==> config.mk <==
export PLATFORM = sky130hd
export DESIGN_NAME = muxl2_tx
export DESIGN_NICKNAME = d
export VERILOG_FILES = /design/src/rtl/muxl2_tx_pkg.sv /design/src/rtl/muxl2_tx_fifo_l2.sv /design/src/rtl/muxl2_tx.sv
export SDC_FILE = /design/constraint.sdc
export NUM_CORES = 1
export LEC_CHECK = 0
export BUFFER_PORTS_ARGS = -buffer_cell sky130_fd_sc_hd__buf_2
export CORE_MARGIN = 2
export CORE_UTILIZATION = 47
export CTS_CLUSTER_DIAMETER = 50
export CTS_CLUSTER_SIZE = 8
export DETAILED_ROUTE_END_ITERATION = 16
export PLACE_DENSITY = 0.65
export SYNTH_ARGS = -nofsm -noshare
export SYNTH_HDL_FRONTEND = slang
export SYNTH_HIERARCHICAL = 1
export SYNTH_SLANG_ARGS = --single-unit
export TNS_END_PERCENT = 20
==> constraint.sdc <==
create_clock -name clk -period 2.65 [get_ports clk]
set_input_delay 0.3975 -clock clk [delete_from_list [all_inputs] [get_ports clk]]
set_output_delay 0.3975 -clock clk [all_outputs]
set_load 0.01 [all_outputs]
==> src/rtl/muxl2_tx_pkg.sv <==
// Shared definitions for the two-lane byte split/merge blocks:
// default bus width and FIFO depth, lane indices and the lane selector type.
package muxl2_tx_pkg;

    localparam int WIDTH_DEF = 8;
    localparam int DEPTH_DEF = 4;

    localparam logic LANE0 = 1'b0;
    localparam logic LANE1 = 1'b1;

    typedef enum logic {
        SEL_LANE0 = LANE0,
        SEL_LANE1 = LANE1
    } sel_e;

    function automatic sel_e other_lane(input sel_e s);
        return (s == SEL_LANE0) ? SEL_LANE1 : SEL_LANE0;
    endfunction

endpackage

==> src/rtl/muxl2_tx_fifo_l2.sv <==
// fifo_l2: small synchronous FIFO used as the per-lane buffer of muxl2_tx.
// A push into a full FIFO is accepted only when a pop happens on the same edge.
// dout always shows the head entry; it is meaningful only while empty is low.
module fifo_l2
    import muxl2_tx_pkg::*;
#(
    parameter int WIDTH = WIDTH_DEF,
    parameter int DEPTH = DEPTH_DEF
) (
    input  logic                       clk,
    input  logic                       reset,
    input  logic                       push,
    input  logic                       pop,
    input  logic [WIDTH-1:0]           din,
    output logic [WIDTH-1:0]           dout,
    output logic                       empty,
    output logic                       full,
    output logic [$clog2(DEPTH):0]     count
);

    localparam int AW = $clog2(DEPTH);
    localparam logic [AW:0] CNT_FULL = (AW + 1)'(DEPTH);

    logic [WIDTH-1:0] mem [DEPTH];
    logic [AW-1:0]    wr_ptr;
    logic [AW-1:0]    rd_ptr;
    logic             do_push;
    logic             do_pop;

    assign empty   = (count == '0);
    assign full    = (count == CNT_FULL);
    assign do_pop  = pop && !empty;
    assign do_push = push && (!full || do_pop);
    assign dout    = mem[rd_ptr];

    // Storage array: written only when a push is accepted; contents need no reset.
    always_ff @(posedge clk) begin
        if (do_push) begin
            mem[wr_ptr] <= din;
        end
    end

    // Pointers wrap naturally modulo DEPTH; count tracks occupancy 0..DEPTH.
    always_ff @(posedge clk or negedge reset) begin
        if (!reset) begin
            wr_ptr <= '0;
            rd_ptr <= '0;
            count  <= '0;
        end else begin
            if (do_push) begin
                wr_ptr <= wr_ptr + 1'b1;
            end
            if (do_pop) begin
                rd_ptr <= rd_ptr + 1'b1;
            end
            case ({do_push, do_pop})
                2'b10:   count <= count + 1'b1;
                2'b01:   count <= count - 1'b1;
                default: count <= count;
            endcase
        end
    end

endmodule

==> src/rtl/muxl2_tx.sv <==
// muxl2_tx: merges two byte lanes back into one registered byte stream.
// Each lane is buffered in a fifo_l2; the arbiter drains lane0, lane1, lane0, ...
// With STRICT=0 an empty expected lane is skipped when the other lane has data,
// and the selector keeps pointing at the skipped lane.
module muxl2_tx
    import muxl2_tx_pkg::*;
#(
    parameter int WIDTH  = WIDTH_DEF,
    parameter int DEPTH  = DEPTH_DEF,
    parameter int STRICT = 1
) (
    input  logic             clk,
    input  logic             reset,
    input  logic [WIDTH-1:0] Entrada0,
    input  logic             validEntrada0,
    input  logic [WIDTH-1:0] Entrada1,
    input  logic             validEntrada1,
    output logic [WIDTH-1:0] Salida,
    output logic             validsalida,
    output logic             fifo_full0,
    output logic             fifo_full1,
    output logic             overflow0,
    output logic             overflow1
);

    localparam int AW = $clog2(DEPTH);
    localparam logic [AW:0] CNT_FULL = (AW + 1)'(DEPTH);

    sel_e             sel;
    sel_e             sel_next;

    logic             pop0;
    logic             pop1;
    logic [WIDTH-1:0] dout0;
    logic [WIDTH-1:0] dout1;
    logic             empty0;
    logic             empty1;
    logic             full0;
    logic             full1;
    logic [AW:0]      count0;
    logic [AW:0]      count1;

    logic             sel_empty;
    logic             oth_empty;
    logic [WIDTH-1:0] sel_dout;
    logic [WIDTH-1:0] oth_dout;
    logic             take_sel;
    logic             take_oth;
    logic [WIDTH-1:0] out_data_next;
    logic             out_valid_next;

    logic             drop0;
    logic             drop1;

    fifo_l2 #(
        .WIDTH (WIDTH),
        .DEPTH (DEPTH)
    ) u_fifo0 (
        .clk   (clk),
        .reset (reset),
        .push  (validEntrada0),
        .pop   (pop0),
        .din   (Entrada0),
        .dout  (dout0),
        .empty (empty0),
        .full  (full0),
        .count (count0)
    );

    fifo_l2 #(
        .WIDTH (WIDTH),
        .DEPTH (DEPTH)
    ) u_fifo1 (
        .clk   (clk),
        .reset (reset),
        .push  (validEntrada1),
        .pop   (pop1),
        .din   (Entrada1),
        .dout  (dout1),
        .empty (empty1),
        .full  (full1),
        .count (count1)
    );

    assign fifo_full0 = full0;
    assign fifo_full1 = full1;

    assign drop0 = validEntrada0 && (count0 == CNT_FULL) && !pop0;
    assign drop1 = validEntrada1 && (count1 == CNT_FULL) && !pop1;

    // Arbiter: choose at most one lane to pop from registered occupancy, and
    // compute the next selector and the next output byte.
    always_comb begin
        sel_next       = sel;
        take_sel       = 1'b0;
        take_oth       = 1'b0;
        pop0           = 1'b0;
        pop1           = 1'b0;
        out_valid_next = 1'b0;
        out_data_next  = '0;

        sel_empty = (sel == SEL_LANE0) ? empty0 : empty1;
        oth_empty = (sel == SEL_LANE0) ? empty1 : empty0;
        sel_dout  = (sel == SEL_LANE0) ? dout0  : dout1;
        oth_dout  = (sel == SEL_LANE0) ? dout1  : dout0;

        if (!sel_empty) begin
            take_sel = 1'b1;
        end else if ((STRICT == 0) && !oth_empty) begin
            take_oth = 1'b1;
        end

        if (take_sel) begin
            out_valid_next = 1'b1;
            out_data_next  = sel_dout;
            sel_next       = other_lane(sel);
        end else if (take_oth) begin
            out_valid_next = 1'b1;
            out_data_next  = oth_dout;
        end

        pop0 = (take_sel && (sel == SEL_LANE0)) || (take_oth && (sel == SEL_LANE1));
        pop1 = (take_sel && (sel == SEL_LANE1)) || (take_oth && (sel == SEL_LANE0));
    end

    // Selector register: lane 0 is expected first after reset.
    always_ff @(posedge clk or negedge reset) begin
        if (!reset) begin
            sel <= SEL_LANE0;
        end else begin
            sel <= sel_next;
        end
    end

    // Output register: an idle cycle drives zero rather than holding the last byte.
    always_ff @(posedge clk or negedge reset) begin
        if (!reset) begin
            Salida      <= '0;
            validsalida <= 1'b0;
        end else begin
            Salida      <= out_data_next;
            validsalida <= out_valid_next;
        end
    end

    // Sticky drop flags: set when a lane byte cannot be buffered; cleared by reset only.
    always_ff @(posedge clk or negedge reset) begin
        if (!reset) begin
            overflow0 <= 1'b0;
            overflow1 <= 1'b0;
        end else begin
            if (drop0) begin
                overflow0 <= 1'b1;
            end
            if (drop1) begin
                overflow1 <= 1'b1;
            end
        end
    end

endmodule

==> impl_metrics.py <==
metrics = {
    "global_routing": {
        "gr-total-overflow": 0,
        "antenna_found_initial": 0,
        "track_usage": 0.152,
        "grt_pass1_wl_um": 9690,
        "grt_pass1_vias": 1923,
        "grt_max_degree": 27,
    },
    "worst_setup_path": {
        "reg2reg_setup_slack_ns": 0.22,
        "crit_required_ns": 2.91,
        "critPathKind": "flip-flop to flip-flop",
        "critPathLaunchType": "flip-flop",
        "crit_chain": "or3_2 > inv_1 > nor2b_4 > nor2b_1 > nand2_1 > fa_1 > o21ba_2 > o211ai_1 > a22oi_1",
        "cpMaxStageDelayCell": "or3_2",
        "crit-reg2reg-launch": "u_fifo1/count[2]",
        "arrival_ns": 2.69,
        "max_stage_delay_ns": 0.53,
        "reg2reg_depth": 9,
        "rr_endpoint": "u_fifo1/count[1]",
        "setup.worst_path.end_class": "flip-flop",
        "crit_path_max_fanout": 7,
    },
    "timing": {
        "rsz0062_at_grt": "no",
        "fmax_mhz": 411,
        "fin_skew_ns": 0.00640,
        "slew_violations": 0,
        "hold_viol": 0,
        "setup_viol": 0,
        "worst_slew_pin_slew_ns": 0.628,
        "layout_min_cycle_time_ns": 2.43,
        "post-route-period-util": 0.918,
        "max_slew_margin": 0.581,
        "finalSetupTns_ns": 0,
    },
    "clock_tree": {
        "clockBufferDepth": 2,
        "clk_pin_slew_ns": 0.09,
        "cts-root-buf": "clkbuf_8",
        "cts_sinks": 90,
        "cts_buffers": 9,
        "clock_latency_ns": 0.34,
        "ctsHoldBuffers": 0,
        "cts_tree": "built",
        "cts_resized": 0,
        "htreeDepth": 3,
        "post-cts-setup-buffers": 0,
    },
    "run_status": {
        "status": "complete, no violations",
    },
    "job": {
        "cap_violations": 0,
    },
    "routing": {
        "routed_wl_um": 6200,
        "drt-pass1-iter-count": 4,
        "wl_per_cell_um": 17.0,
        "num_vias": 1943,
        "drtIter0Drc": 160,
        "final_antenna_net_count": 0,
        "drc": 0,
        "vias_per_cell": 5.34,
    },
    "layout": {
        "drive_gt1_frac": 0.336,
        "area_delta_synth_final_pct": 11.4,
        "layout_commonest_cell": "edfxtp_1",
        "antenna_cells": 0,
        "layout_common_cells": "edfxtp_1, buf_2, dfrtp_1",
        "nets": 287,
    },
    "logic_synthesis": {
        "synth_fp_nets": 252,
        "syn-cell-area_um2": 3830,
        "yosysTopAreaCellShare": 0.501,
        "yosysSeqAreaShare": 0.671,
        "yosysTopAreaCell": "edfxtp_1",
        "synth.area.top_cells": "edfxtp_1, dfrtp_1, mux4_2",
        "yosysWarningCount": 6,
        "ys_ff_latch": 90,
        "syn_area_per_cell_um2": 17.3,
        "synth_cell_types": 44,
        "synthCells": 222,
    },
    "floorplanning": {
        "fp.dieH_um": 94.3,
        "ios": 33,
        "dieArea_um2": 8900,
        "start_util": 0.491,
        "core_area_um2": 7810,
        "die_w_um": 94.3,
        "std_cell_rows": 32,
    },
    "placed_design": {
        "portBuffers": 32,
        "dp_hpwl_um": 4140,
        "place.gp.congestion": 0.836,
    },
    "worst_hold_path": {
        "hp-class": "input port to asynchronous set/reset pin",
    },
    "power_and_ir_drop": {
        "peakVddDrop_v": 0.000440,
        "powerDensity_nw_per_um2": 1130,
        "p_total_mw": 4.84,
        "p_leak_nw": 1.62,
    },
}
==> critical path: cells and delay by family (launching register included) <==
kind,cells,cell delay (ns)
AOI/OAI and AO/OA,3,0.51
and+or+nand+nor,4,0.82
adders and majority gates,1,0.42
DFF,1,0.45
buffers and inverters,1,0.15
==> where the power goes <==
| group | internal (mW) | switching (mW) | leakage (nW) |
|---|---|---|---|
| sequential | 1.93 | 0.323 | 0.890 |
| combinational | 0.885 | 0.810 | 0.643 |
| clock | 0.432 | 0.465 | 0.0889 |
| total | 3.24 | 1.60 | 1.62 |
==> metrics by stage <==
stage | hold WS [ns] | worst slack [ns] | instances | cell area [um2] | util
floorplan | 0.102 | 0.208 | 222 | 3830 | -
global placement | 0.444 | 0.322 | 348 | 4080 | 0.522
detailed placement | 0.449 | 0.262 | 348 | 4080 | 0.522
CTS | 0.0846 | 0.235 | 364 | 4270 | 0.547
global route | 0.0963 | 0.131 | 364 | 4270 | 0.547
finish | 0.0594 | 0.218 | 364 | 4270 | 0.547
==> flip-flops by register name, indices dropped and copies added (netlist names) <==
name / count
u_fifo0/rd_ptr: 2
overflow0: 1
u_fifo0/count: 3
validsalida: 1
overflow1: 1
sel: 1
u_fifo0/wr_ptr: 2
u_fifo0/mem: 32
u_fifo1/mem: 32
Salida: 8
u_fifo1/count: 3
u_fifo1/wr_ptr: 2
u_fifo1/rd_ptr: 2
==> cell type report <==
type,count,area (um2)
flip-flops and latches,90,2570
fillers,650,3540
inverters,15,56.3
clock inverters,7,70.1
well taps,102,128
clock buffers,9,124
multi-input cells,106,1140
repair buffers,35,183
==> cells by family (layout without fill, tap and decap cells) <==
| group | after synthesis | after routing | share of synthesized area |
|---|---|---|---|
| flops | 90 | 90 | 0.671 |
| simple gates | 35 | 35 | 0.0548 |
| compound gates | 31 | 31 | 0.0754 |
| buf+inv | 26 | 66 | 0.0323 |
| mux | 20 | 20 | 0.107 |
| fa+ha+maj | 10 | 10 | 0.0366 |
| xor+xnor | 10 | 10 | 0.0228 |
==> cells in the mapped netlist (all sizes together) <==
library cell,number
a21o,1
a221o,1
a22o,8
a22oi,3
a31oi,1
and2,8
and3,1
buf,9
clkbuf,2
dfrtp,26
edfxtp,64
fa,2
ha,8
inv,15
mux2,2
mux2i,2
mux4,16
nand2,5
nand2b,2
nand3,2
nand3b,3
nor2,6
nor2b,3
nor3,1
o211ai,3
o21a,4
o21ai,3
o21ba,1
o21bai,2
o311ai,1
o32ai,1
o41ai,2
or2,1
or3,1
or3b,2
xnor2,7
xor2,3
==> worst max-delay path by stage <==
stage | to | cells past startpoint | slack [ns] | startpoint
6_report | u_fifo1/count[1] | 9 | 0.22 | u_fifo1/count[2]
3_3_place_gp | u_fifo1/count[1] | 9 | 0.32 | u_fifo1/count[1]
4_1_cts | u_fifo1/count[1] | 9 | 0.24 | u_fifo1/count[2]
5_1_grt | u_fifo1/count[1] | 9 | 0.13 | u_fifo1/count[2]
3_5_place_dp | u_fifo1/count[1] | 9 | 0.26 | u_fifo1/count[2]
2_1_floorplan | u_fifo0/count[2] | 11 | 0.21 | u_fifo0/count[2]
==> routing by layer <==
metal	GRT usage	wire (um)
met5	0	0
met1	0.207	2760
met4	0.0652	82
met2	0.240	3100
met3	0.0297	257
No activity file was read; power rests on OpenSTA's default activity.
